### config.mk
export PLATFORM = sky130hd
export DESIGN_NAME = id_control_decoder_flat
export DESIGN_NICKNAME = d
export VERILOG_FILES = /design/src/rtl/id_control_decoder_if.sv /design/src/rtl/id_control_decoder.sv /design/src/flat_wrapper.sv
export SDC_FILE = /design/constraint.sdc
export NUM_CORES = 1
export LEC_CHECK = 0
export ABC_AREA = 1
export BUFFER_PORTS_ARGS = -buffer_cell sky130_fd_sc_hd__buf_2
export CAP_MARGIN = 30
export CORE_AREA = 2 2 39 41
export DETAILED_ROUTE_END_ITERATION = 16
export DIE_AREA = 0 0 41 43
export PLACE_DENSITY = 0.56
export SLEW_MARGIN = 20
export SYNTH_ARGS = -nofsm -noshare
export SYNTH_HDL_FRONTEND = slang
export SYNTH_SLANG_ARGS = --single-unit
### constraint.sdc
create_clock -name Clk -period 1.3 [get_ports Clk]
set_input_delay 0.26 -clock Clk [delete_from_list [all_inputs] [get_ports Clk]]
set_output_delay 0.26 -clock Clk [all_outputs]
set_load 0.02 [all_outputs]
### src/rtl/id_control_decoder_if.sv
// ID-stage control bus: opcode in, control bundle and sticky halt out.
// The decoder takes the slave modport; the stage feeding it takes master.
interface id_control_decoder_if;
  logic [3:0]  Opcode;
  logic [12:0] Control_Signals;
  logic        Halted;

  modport master (
    output Opcode,
    input  Control_Signals,
    input  Halted
  );

  modport slave (
    input  Opcode,
    output Control_Signals,
    output Halted
  );
endinterface

### src/rtl/id_control_decoder.sv
// ID-stage control decoder with a sticky halt flag.
// Define CONTROL_LOGIC_OUTREG_EN to register Control_Signals (one-cycle latency).
module id_control_decoder (
  input  logic                        Clk,
  input  logic                        Rst_n,
  id_control_decoder_if.slave         bus
);

  localparam logic [3:0]  OP_HALT   = 4'h0;
  localparam logic [12:0] CTRL_HALT = 13'h1000;

  logic [12:0] dec;
  logic [12:0] frozen;
  logic        halted;

  always_comb begin
    dec = 13'h0000;
    unique case (bus.Opcode)
      4'h0: dec = 13'h1000;
      4'h1: dec = 13'h0800;
      4'h2: dec = 13'h0810;
      4'h3: dec = 13'h0820;
      4'h4: dec = 13'h0830;
      4'h5: dec = 13'h0840;
      4'h6: dec = 13'h08D0;
      4'h7: dec = 13'h08E0;
      4'h8: dec = 13'h0880;
      4'h9: dec = 13'h0E80;
      4'hA: dec = 13'h0180;
      4'hB: dec = 13'h001C;
      4'hC: dec = 13'h0018;
      4'hD: dec = 13'h0802;
      4'hE: dec = 13'h0001;
      4'hF: dec = 13'h0003;
    endcase
  end

  // Once halted, nothing but the HALT pattern leaves this stage.
  assign frozen = halted ? CTRL_HALT : dec;

  always_ff @(posedge Clk or negedge Rst_n) begin
    if (!Rst_n) begin
      halted <= 1'b0;
    end else if (bus.Opcode == OP_HALT) begin
      halted <= 1'b1;
    end
  end

`ifdef CONTROL_LOGIC_OUTREG_EN
  logic [12:0] ctrl_q;

  always_ff @(posedge Clk or negedge Rst_n) begin
    if (!Rst_n) begin
      ctrl_q <= 13'h0000;
    end else begin
      ctrl_q <= frozen;
    end
  end

  assign bus.Control_Signals = ctrl_q;
`else
  assign bus.Control_Signals = frozen;
`endif

  assign bus.Halted = halted;

endmodule

### src/flat_wrapper.sv
// flat-port wrapper written by rule: the top's interface ports become plain ports
module id_control_decoder_flat 
  (Clk, Rst_n, bus_Opcode, bus_Control_Signals, bus_Halted);
  id_control_decoder_if bus_i ();
  input  logic Clk;
  input  logic Rst_n;
  input wire logic [$bits(bus_i.Opcode)-1:0] bus_Opcode;
  output wire logic [$bits(bus_i.Control_Signals)-1:0] bus_Control_Signals;
  output wire logic [$bits(bus_i.Halted)-1:0] bus_Halted;
  assign bus_i.Opcode = bus_Opcode;
  assign bus_Control_Signals = bus_i.Control_Signals;
  assign bus_Halted = bus_i.Halted;
  id_control_decoder u_core (.Clk(Clk), .Rst_n(Rst_n), .bus(bus_i));
endmodule
==> flow_results.org, run 1 <==
** Global route
- Total congestion overflow :: 0
- Antenna violations before repair :: 0
- The via count of the first global-routing pass was 279.
- Entering global routing, the biggest net connects 9 pins.
- Across every metal layer, demand over resource in global routing totals roughly 7.6%.
- The first global-routing pass estimated approximately 1000 um of wire.

** Timing
- On the final layout, the worst hold slack is 0.03580 ns.
- RSZ-0062 raised after global routing :: yes
- Slew at the pin closest to its max-slew limit :: 0.1831 ns
- Counting I/O delays and the setup requirement, the final critical path takes 1.263 ns.
- Measured against its own limit, the worst slew margin works out to 87.79%.
- Final max-slew violation count :: 0
- Fin crit share :: between 90% and 100%
- The number of failing hold endpoints at the final stage is 0.
- Number of failing setup endpoints in the final timing report :: 0
- Fmax :: a little under 0.8 GHz
- The clock arrives with 0 ns of skew.
- Adding up every negative setup slack in the final design gives 0 ns.

** Flow run
- Max Cap Viol :: 0

** Route
- Dividing the detail-routed wire length by the instance count gives 8.471 um.
- Routed wl met2 :: between 300 and 400 um
- Vias :: about 350
- In this run, the number of DRC markers left after iteration 0 of detailed routing was 5.
- Detailed routing placed a total of 30 um of wire on met3.
- Vias/cell :: 4.082
- The first TritonRoute pass finished after 2 iterations.
- After detailed routing, no signal wire sits above met3.
- Number of design rule violations left after detail routing :: 0
- For this block, the routed nets add up to 720 um of wire.
- The detailed router put a total of 292 um of wire on met1.
- The detail route stage leaves a number of antenna-violating nets equal to 0.

** Die
- In this run the vertical extent of the chip is 43 um.
- Number of I/O pins :: 20
- The total area inside the core boundary comes to 1384 um^2.
- Initial Utilization :: 20.25%
- DIE WIDTH :: 41 um
- Number of standard-cell rows in the floorplan :: 14
- Die Footprint :: 1763 um^2

** Synth
- For this run, the register share of the synthesized area comes to 8.929%.
- Largest family of logic cells by synthesized area :: simple AND/OR/NAND/NOR gates
- Yosys reg bits :: 1
- The synthesized netlist devotes 0% of its cell area to XOR and XNOR gates.
- Counting every net in the synthesized netlist gives 59.
- Average size of a mapped cell :: 5.839 um^2
- In the synthesized netlist, the number of instances is between 40 and 50.
- Summing the areas of all and, or, nand and nor instances in the mapped netlist gives 43.75% of the synthesized area.
- After Yosys synthesis, full adders, half adders and majority gates account for 22.32% of the synthesized area.
- After synthesis, the share of cell area in mux cells is 0%.
- Number of distinct library cell variants in the gate-level netlist after synthesis :: 15
- The cell area that synthesis handed to floorplanning was 280.3 um^2.
- For this run, the number of Yosys warnings is 0.
- The synthesized netlist devotes 4.911% of its cell area to compound gates.

** Setup path
- Critical Path Max Stage Delay :: 0.18 ns
- The worst setup path is launched from a primary input.
- By startpoint and endpoint, the worst setup path is classified as in -> out.
- Kind of capture point of the worst setup path :: output pin
- Along the worst path, the maximum fanout reaches 5.
- Data on the critical path is required at its endpoint by 1.04 ns.
- Ordered cell list for the critical path :: buf_6 -> inv_4 -> ha_1 -> nand2_1 -> nand2_1 -> nor2_2 -> nor2_2 -> buf_4
- Worst EP arrival :: 1.00 ns
- The slowest stage of the critical path belongs to the cell sky130_fd_sc_hd__ha_1.
- Logic depth of the worst register-to-register path :: 2

** Finish
- Of the cells placed in the final design, the portion with a size suffix greater than 1 is between 60% and 70%.
- Fraction of the core area covered by cells at the end of the flow :: 35.26%
- Number of flip-flops in the largest register :: 1
- The net count of the finished layout is 82.
- Compared with the post-synthesis result, the final layout area differs by 74.11%.
- Number of antenna cells inserted :: 0
- Final design instance area without fill :: between 400 and 500 um^2

** Place
- Area post-placement :: 420.4 um^2
- The count of buffers added on input and output ports is 19.
- DP HPWL :: 607 um
- Final weighted congestion in routability-driven placement :: just under 0.8

** Power
- Overall power consumption after layout is estimated at 0.1018 mW.
- Power share of the combinational group :: approximately 70%
- Worst IR drop on VDD :: 0.00008325 V
- In this run, flip-flops and latches consume 31.1% of the power.
- For this design the ratio of total power to cell area is 208.7 nW/um^2.
- Standby leakage power :: 0.2592 nW
- In this run, the clock network consumes 0% of the power.
- Net switching share of the total power :: 38.16%
- Power dissipated by switching net loads :: roughly 0.039 mW
- The internal portion of the total power is approximately 0.063 mW.

** Min path
- Min-delay worst type :: in -> async

** Clock tree
- After clock tree synthesis, the clock-pin slew on the worst setup and hold paths is 0 ns.
- The clock reaches the later pin of the worst-skew pair after 0 ns.
- Once the clock tree was built, the setup fixing pass inserted 0 buffers.
- The number of hold buffers added after CTS was 0.

** Status
- Result of the run :: complete, no violations
## metrics by stage
| step | instances | setup slack (ns) |
|---|---|---|
| 4_1_cts | 85 | 0.004135 |
| 3_3_place_gp | 85 | -0.06826 |
| 2_1_floorplan | 48 | -0.07981 |
| 3_5_place_dp | 85 | -0.08029 |
| 6_report | 85 | 0.03686 |
| 5_1_grt | 85 | -0.02162 |
## cell usage in the layout (no fill, tap or decap)
master	instances
sky130_fd_sc_hd__buf_2	13
sky130_fd_sc_hd__nand2_1	11
sky130_fd_sc_hd__buf_4	6
sky130_fd_sc_hd__inv_1	5
sky130_fd_sc_hd__nor2_2	5
sky130_fd_sc_hd__nor2_1	4
sky130_fd_sc_hd__inv_2	4
sky130_fd_sc_hd__buf_6	4
sky130_fd_sc_hd__nand3_2	3
sky130_fd_sc_hd__ha_2	2
sky130_fd_sc_hd__ha_1	2
sky130_fd_sc_hd__inv_4	1
sky130_fd_sc_hd__or2_0	1
sky130_fd_sc_hd__nand3_1	1
sky130_fd_sc_hd__o21ai_2	1
sky130_fd_sc_hd__nor3_1	1
sky130_fd_sc_hd__a21oi_2	1
sky130_fd_sc_hd__nand2_2	1
sky130_fd_sc_hd__nor3_2	1
sky130_fd_sc_hd__ha_4	1
sky130_fd_sc_hd__dfrtp_1	1
## area by class of cell
cell class                      count  area (um^2)
Timing Repair Buffer               23        155.1
Sequential cell                     1        25.02
Tap cell                           16        20.02
Inverter                           10        40.04
Multi-Input combinational cell     35        247.7
Fill cell                         166        895.9
## worst max-delay path, delay by kind of cell
family | cells | cell delay [ns]
adder cells (fa/ha/maj) | 1 | 0.18
AND/OR/NAND/NOR | 4 | 0.28
buffers and inverters | 3 | 0.29
## synthesized netlist by cell type
library cell | n | area (um^2)
sky130_fd_sc_hd__nor2_2 | 1 | 6.260
sky130_fd_sc_hd__ha_1 | 5 | 62.56
sky130_fd_sc_hd__nand2_1 | 12 | 45.04
sky130_fd_sc_hd__nand3_1 | 3 | 15.01
sky130_fd_sc_hd__buf_4 | 1 | 7.510
sky130_fd_sc_hd__buf_6 | 1 | 11.26
sky130_fd_sc_hd__nor3_1 | 2 | 10.01
sky130_fd_sc_hd__inv_2 | 2 | 7.510
sky130_fd_sc_hd__nand3_2 | 1 | 10.01
sky130_fd_sc_hd__inv_1 | 8 | 30.03
sky130_fd_sc_hd__or2_0 | 1 | 6.260
sky130_fd_sc_hd__dfrtp_1 | 1 | 25.02
sky130_fd_sc_hd__o21ai_2 | 1 | 8.760
sky130_fd_sc_hd__a21oi_1 | 1 | 5.000
sky130_fd_sc_hd__nor2_1 | 8 | 30.03
## power groups by stage
stage / combinational [mW] / clock [mW] / sequential [mW]
4_1_cts: 0.0659 / 0 / 0.0317
5_1_grt: 0.0769 / 0 / 0.0317
3_3_place_gp: 0.0552 / 0 / 0.0317
6_report: 0.0701 / 0 / 0.0317
3_5_place_dp: 0.0568 / 0 / 0.0317
2_1_floorplan: 0.0324 / 0 / 0.0317
## cell families (layout without fill, tap and decap cells)
logic type / Yosys count / after routing
AO/OA/AOI/OAI: 2 / 2
AND/OR/NAND/NOR: 28 / 28
flip-flops: 1 / 1
buffers and inverters: 12 / 33
adder cells (fa/ha/maj): 5 / 5
## repair_timing
action	4_1_cts	5_1_grt
gates resized for setup	14	9
setup endpoints to repair	7	5
pin swaps	5	2
## path summary, 6_finish.rpt
check	start	slack [ns]	endpoint
worst max-delay path	bus_Opcode[1]	0.04	bus_Control_Signals[11]
worst min-delay path	Rst_n	0.04	u_core.bus.Halted$_DFFE_PN0N_
worst max register to register	u_core.bus.Halted$_DFFE_PN0N_	0.61	u_core.bus.Halted$_DFFE_PN0N_
worst min register to register	u_core.bus.Halted$_DFFE_PN0N_	0.61	u_core.bus.Halted$_DFFE_PN0N_
max in group asynchronous	Rst_n	1.18	u_core.bus.Halted$_DFFE_PN0N_
min in group Clk	u_core.bus.Halted$_DFFE_PN0N_	0.61	u_core.bus.Halted$_DFFE_PN0N_
## per-layer routing
layer | global-route usage (%) | vias to the layer above
li1 | - | 186
met3 | 0 | 0
met1 | 9.841 | 154
met2 | 14.06 | 7
met5 | 0 | -
met4 | 0 | 0
Note: power is estimated with default switching activity, not from simulation.
==> run 2: changes to the inputs <==
CAP_MARGIN = 20   (was 30)
SKIP_LAST_GASP = 1   (was unset)
clock period = 1.5 ns   (was 1.3 ns; I/O delays follow)
==> run 2 against run 1 <==
- cell area fell by 21%
- sequential power fell by 13%
- total power fell by 34%
- critical endpoint is now bus_Control_Signals[3]
- highest routed layer unchanged
- worst setup slack improved by 0.053 ns
- cell count fell by 4.7%
- sequential share of layout area rose by 1.4 points
- die area did not move
- largest cell class unchanged
==> flow_results.org, run 2 (synthesis gave the netlist of run 1 again) <==
** Status
- Result of the run :: complete, no violations

** Timing
- Worst-case headroom to the max-slew limit :: 87.58% (-0.21 points)
- Slew at the pin closest to its max-slew limit :: 0.1856 ns (+0.002454 ns)
- Final max-slew violation count :: 0 (unchanged)
- Number of failing setup endpoints in the final timing report :: 0 (unchanged)
- Setup repair after global routing left no endpoint under its margin.
- Time the worst path needs with I/O delays and setup :: about 1.4 ns
- Static timing analysis puts the maximum clock frequency at 0.7093 GHz.
- Fin crit share :: 93.99%
- Final sum of negative setup slack :: 0 ns (unchanged)
- The number of failing hold endpoints at the final stage was 0 (unchanged).
- The worst setup skew after layout came to 0 ns (unchanged).

** Finish
- The post-layout instance count excluding filler cells came to 81 (-4.7%).
- The net count reported at finish was 78 (-4.9%).
- Leaving out fill and tap cells, the most frequent cells in the layout are sky130_fd_sc_hd__buf_2, sky130_fd_sc_hd__nand2_1, sky130_fd_sc_hd__nor2_1, sky130_fd_sc_hd__inv_1.
- Fraction of the core area covered by cells at the end of the flow :: 27.76% (-7.5 points)
- The number of flip-flops in the largest register was 1 (unchanged).
- Fraction of layout instances using a drive strength above 1 :: 43.08% (-19 points)
- Relative to the synthesized area, the layout overhead comes to 37.05%.
- The antenna diode count came to 0 (unchanged).
- The design area came to 384.1 um^2 (-21%).
- Leading cell type in the layout, fill and taps excluded :: sky130_fd_sc_hd__buf_2

** Global route
- The pin count of the biggest net entering global routing is 9 (unchanged).
- The total track usage came to 7.908% (+0.31 points).
- The initial antenna violation count came to 0 (unchanged).
- The global-route wire length before repair was 1076 um (+6.1%).
- The sum of overflow across all layers after global routing is 0 (unchanged).
- The via count of the first global-routing pass was 273 (-2.2%).

** Route
- Routed wl met2 :: 312 um (-21%)
- Vias/cell :: 4.086 (about the same)
- Met3 wire length :: 25 um (-17%)
- Routed len/inst :: 7.741 um (-8.6%)
- Number of DRC violations after detailed-routing iteration 0 :: 7 (+2)
- Vias :: 331 (-4.6%)
- Detailed-route wire length :: 627 um (-13%)
- Number of design rule violations left after detail routing :: 0 (unchanged)
- The post-route met1 wirelength was 289 um (-1.0%).
- The remaining number of nets flagged by the antenna check after routing was 0 (unchanged).
- Uppermost metal layer occupied by signal nets :: met3
- The length of the first detailed-routing pass in iterations was 3 (+1).

** Clock tree
- The post-CTS resize count came to 0 (-14).
- Number of hold buffers added after CTS :: 0 (unchanged)
- CTS clk-pin slew, worst paths :: 0 ns (unchanged)
- Clock insertion delay at the later pin of the skew report :: 0 ns (unchanged)
- Number of buffers inserted by post-CTS setup repair :: 0 (unchanged)

** Setup path
- Origin of the critical flop-to-flop path :: u_core.bus.Halted$_DFFE_PN0N_
- Launch point of the worst path :: bus_Opcode[1]
- Endpoint of the worst register-to-register path :: u_core.bus.Halted$_DFFE_PN0N_
- The arrival time reported for the critical path endpoint was 1.11 ns (+0.11 ns).
- Register-to-Register Setup Slack :: 0.82 ns (+0.21 ns)
- Category of the critical setup timing path :: in -> out
- The critical path ends at bus_Control_Signals[3].
- Startpoint Class :: primary input
- Critical path data required time :: 1.20 ns (+0.16 ns)
- The depth of the worst register-to-register path is 2 (unchanged).
- Kind of capture point of the worst setup path :: output pin
- Worst-path fanout max :: 6 (+1)

** Die
- Height of the chip :: 43 um (unchanged)
- DIE WIDTH :: 41 um (unchanged)
- Die Footprint :: 1763 um^2 (unchanged)
- The initial core utilization is 20.25% (unchanged).
- Number of standard-cell rows in the floorplan :: 14 (unchanged)
- The area of the core came to 1384 um^2 (unchanged).
- Number of I/O pins :: 20 (unchanged)

** Power
- Power share of the sequential group :: 40.7% (+9.6 points)
- Share of power burned in the clock network :: 0% (unchanged)
- Internal power summed over all cells :: 0.04153 mW (-34%)
- The leakage power total is 0.2368 nW (-8.7%).
- The net switching fraction of the power is 38.50% (+0.35 points).
- The switching component of the power is 0.02600 mW (-33%).
- The combinational fraction of design power came to 59.3% (-9.6 points).
- Power, Total :: 0.06753 mW (-34%)
- The ratio of total power to cell area was 175.8 nW/um^2 (-16%).
- The maximum resistive drop on vdd is 0.00005607 V (-33%).

** Min path
- Min-delay worst type :: in -> async

** Place
- Final weighted congestion in routability-driven placement :: 0.8042 (+4.3%)
- The cell total after placement came to 81 (-4.7%).
- The port buffer count came to 19 (unchanged).
- The post-place instance area is 379.1 um^2 (-9.8%).
- The sum of net half-perimeters after detailed placement was 570 um (-6.1%).

** Flow run
- The max-capacitance violation count came to 0 (unchanged).
## run 2: cell count changes in the layout (fill, tap and decap cells not counted), moves of 2 or more
cell and delta:
sky130_fd_sc_hd__nor2_1 +3, sky130_fd_sc_hd__buf_6 -4, sky130_fd_sc_hd__buf_2 +5, sky130_fd_sc_hd__buf_4 -5, sky130_fd_sc_hd__nand3_2 -2, sky130_fd_sc_hd__ha_1 +2
sky130_fd_sc_hd__nand3_1 +2, sky130_fd_sc_hd__nor2_2 -3
## run 2: how the worst min path moves through the flow
stage	startpoint	slack, ns	end	cells past startpoint
after floorplan	Rst_n	0.004	u_core.bus.Halted$_DFFE_PN0N_	0
after global placement	Rst_n	0.07	u_core.bus.Halted$_DFFE_PN0N_	1
after detailed placement	Rst_n	0.08	u_core.bus.Halted$_DFFE_PN0N_	1
after CTS	Rst_n	0.08	u_core.bus.Halted$_DFFE_PN0N_	1
after global routing	Rst_n	0.08	u_core.bus.Halted$_DFFE_PN0N_	1
final	Rst_n	0.08	u_core.bus.Halted$_DFFE_PN0N_	1
## run 2: metrics by stage
stage / hold slack, ns / setup slack [ns]
2_1_floorplan: 0.004409 / 0.05387
3_3_place_gp: 0.07402 / 0.04887
3_5_place_dp: 0.07694 / 0.03200
4_1_cts: 0.07671 / 0.03832
5_1_grt: 0.08092 / 0.006451
6_report: 0.07685 / 0.09008
## run 2: cell type report
type                    count  area [um^2]
multi-input cells          35        203.9
inverters                  10        37.54
well taps                  16        20.02
fillers                   169        999.7
flip-flops and latches      1        25.02
repair buffers             19        97.59
## run 2: routing by layer
| layer | up-vias | GRT usage, % |
|---|---|---|
| met3 | 0 | 0 |
| met2 | 7 | 12.19 |
| li1 | 180 | - |
| met5 | - | 0 |
| met4 | 0 | 0 |
| met1 | 144 | 12.74 |
## run 2: critical path, stage by stage
cell and delay, ns:
sky130_fd_sc_hd__buf_2 0.14, sky130_fd_sc_hd__inv_2 0.07, sky130_fd_sc_hd__ha_2 0.18, sky130_fd_sc_hd__inv_1 0.04, sky130_fd_sc_hd__nand2_1 0.07, sky130_fd_sc_hd__nand3_1 0.10
sky130_fd_sc_hd__inv_1 0.06, sky130_fd_sc_hd__buf_2 0.15
## run 2: power by group through the flow
stage	Clock [mW]	Sequential (mW)	Combinational, mW
3_5_place_dp	0	0.0275	0.0391
6_report	0	0.0275	0.0401
4_1_cts	0	0.0275	0.0394
5_1_grt	0	0.0275	0.0472
3_3_place_gp	0	0.0275	0.0389
2_1_floorplan	0	0.0275	0.0260
==> run 3: changes to the inputs <==
clock period = 1.47 ns   (was 1.5 ns; I/O delays follow)
==> run 3 against run 2 <==
- global-route usage shrank 0.20 points
- register-to-register slack lost 0.04 ns
- die area is the same
- total power grew 5.5%
- utilization grew 0.36 points
- cell area grew 1.3%
- hold slack lost 0.0061 ns
- critical path depth is the same
==> flow_results.org, run 3 (synthesis gave the netlist of run 1 again) <==
** Die
- The initial core utilization was 20.25% (unchanged).
- Height of the chip :: 43 um (unchanged)
- DIE WIDTH :: 41 um (unchanged)
- The count of pins on the block boundary was 20 (unchanged).
- The overall die area came to 1763 um^2 (unchanged).
- The area of the core is 1384 um^2 (unchanged).
- The number of rows created at floorplan is 14 (unchanged).

** Clock tree
- CTS clk-pin slew, worst paths :: 0 ns (unchanged)
- Number of hold buffers added after CTS :: 0 (unchanged)
- Number of buffers inserted by post-CTS setup repair :: 0 (unchanged)
- Clock insertion delay at the later pin of the skew report :: 0 ns (unchanged)

** Global route
- The pin count of the biggest net entering global routing is 9 (unchanged).
- Antenna violations before repair :: 0 (unchanged)
- Total Routing Usage GR :: 7.708% (-0.20 points)
- Vias in the first global route :: 265 (-2.9%)
- Total congestion overflow :: 0 (unchanged)
- The global-route wire length before repair is 1035 um (-3.8%).

** Place
- Port bufs :: 19 (unchanged)
- Final weighted congestion in routability-driven placement :: 0.8483 (+5.5%)
- The cell total after placement was 81 (unchanged).
- The sum of net half-perimeters after detailed placement came to 600.1 um (+5.3%).

** Finish
- The post-layout instance count excluding filler cells came to 81 (unchanged).
- NumNets Final :: 78 (unchanged)
- Area growth from synthesis to final layout :: 38.84%
- The number of flip-flops in the largest register came to 1 (unchanged).
- Leaving out fill and tap cells, the most frequent cells in the layout are sky130_fd_sc_hd__buf_2, sky130_fd_sc_hd__nand2_1, sky130_fd_sc_hd__inv_1, sky130_fd_sc_hd__nor2_1, sky130_fd_sc_hd__ha_1.
- The fill cell instance count of the final layout came to 167 (-1.2%).
- The library cell used most frequently in the layout, excluding fill and tap cells, is sky130_fd_sc_hd__buf_2.
- Fraction of layout instances using a drive strength above 1 :: 41.54% (-1.5 points)
- The antenna diode count was 0 (unchanged).

** Route
- The detailed router used layers up to and including met3.
- Number of DRC violations after detailed-routing iteration 0 :: 2 (-5)
- The number of design rule violations left after detail routing was 0 (unchanged).
- ANT nets after route :: 0 (unchanged)
- The met3 layer wire length in the routed design came to 45 um (+80%).
- The total detailed-routing wirelength came to 703 um (+12%).
- Routed len/inst :: 8.679 um (+12%)
- The total vias in the final route came to 326 (-1.5%).
- Routed wl met2 :: 370 um (+19%)
- Post-Route M1 WL :: 287 um (-0.69%)
- The length of the first detailed-routing pass in iterations is 4 (+1).
- Vias/cell :: 4.025 (-1.5%)

** Setup path
- The required time at the endpoint of the critical path was 1.18 ns (-0.02 ns).
- STA classifies the critical path startpoint as a primary input.
- The startpoint identified for the worst register-to-register timing path is u_core.bus.Halted$_DFFE_PN0N_.
- Kind of capture point of the worst setup path :: output pin
- Worst EP arrival :: 1.12 ns (about the same)
- Launch point of the worst path :: bus_Opcode[0]
- The worst setup path is of the in -> out kind.
- Worst-path fanout max :: 5 (-1)

** Status
- Result of the run :: complete, no violations

** Timing
- Final hold viol count :: 0 (unchanged)
- Fmax :: approximately 0.71 GHz
- After layout, the worst path uses 96.31% of the clock period.
- The final number of setup-violating endpoints is 0 (unchanged).
- Worst setup skew after layout :: 0 ns (unchanged)
- The headroom to the max-slew limit was 87.51% (about the same).
- Final max-slew violation count :: 0 (unchanged)
- Time the worst path needs with I/O delays and setup :: 1.416 ns
- The slew at the pin closest to its max-slew limit came to 0.1867 ns (+0.001058 ns).
- The final-layout setup total negative slack is 0 ns (unchanged).

** Flow run
- The max-capacitance violation count was 0 (unchanged).

** Power
- The ratio of total power to cell area came to 183.0 nW/um^2 (+4.1%).
- The maximum resistive drop on vdd is 0.00005804 V (+3.5%).
- Power, Total :: 0.07121 mW (+5.5%)
- Standby leakage power :: 0.2384 nW (+0.68%)

** Min path
- The worst hold path belongs to the class in -> async.
run 3: routing by layer:
metal | up-vias | global-route usage, %
li1 | 176 | -
met1 | 141 | 11.15
met2 | 9 | 12.81
met3 | 0 | 0.5236
met4 | 0 | 0
met5 | - | 0
run 3: through the flow:
step | area (um^2) | util, % | setup slack (ns) | hold WS (ns)
3_3_place_gp | 379.1 | 27.40 | 0.02914 | 0.06816
4_1_cts | 379.1 | 27.40 | 0.005124 | 0.07071
2_1_floorplan | 282.8 | - | 0.02987 | -0.001591
5_1_grt | 389.1 | 28.12 | -0.01624 | 0.07492
6_report | 389.1 | 28.12 | 0.05421 | 0.07075
3_5_place_dp | 379.1 | 27.40 | 0.0007804 | 0.07094
run 3: area by class of cell:
type,instances,area (um^2),area share (%)
Multi-Input combinational cell,35,203.9,52.41
Inverter,10,37.54,9.646
Sequential cell,1,25.02,6.431
Timing Repair Buffer,19,102.6,26.37
Tap cell,16,20.02,5.145
run 3: path summary, 6_finish.rpt:
path	endpoint	slack, ns	depth (start not counted)
setup / recovery	bus_Control_Signals[4]	0.05	8
hold / removal	u_core.bus.Halted$_DFFE_PN0N_	0.07	1
setup reg to reg	u_core.bus.Halted$_DFFE_PN0N_	0.78	2
hold reg to reg	u_core.bus.Halted$_DFFE_PN0N_	0.59	2
max in group asynchronous	u_core.bus.Halted$_DFFE_PN0N_	1.31	1
min in group Clk	u_core.bus.Halted$_DFFE_PN0N_	0.59	2
run 3: worst max-delay path, stage by stage:
cell,delay (ns)
sky130_fd_sc_hd__buf_2,0.13
sky130_fd_sc_hd__inv_1,0.09
sky130_fd_sc_hd__ha_2,0.20
sky130_fd_sc_hd__inv_1,0.04
sky130_fd_sc_hd__nand2_1,0.07
sky130_fd_sc_hd__nand3_1,0.10
sky130_fd_sc_hd__nand2_1,0.07
sky130_fd_sc_hd__buf_4,0.13
run 3: report_power, final:
part | internal [mW] | switching (mW)
clock | 0 | 0
sequential | 0.0280 | 0
combinational | 0.0153 | 0.0279
total | 0.0433 | 0.0279
run 3: what timing repair did:
| action | in CTS | in global routing |
|---|---|---|
| resized for setup | 0 | 5 |
| setup endpoints to repair | 0 | 5 |
| hold endpoints to repair | 0 | 0 |
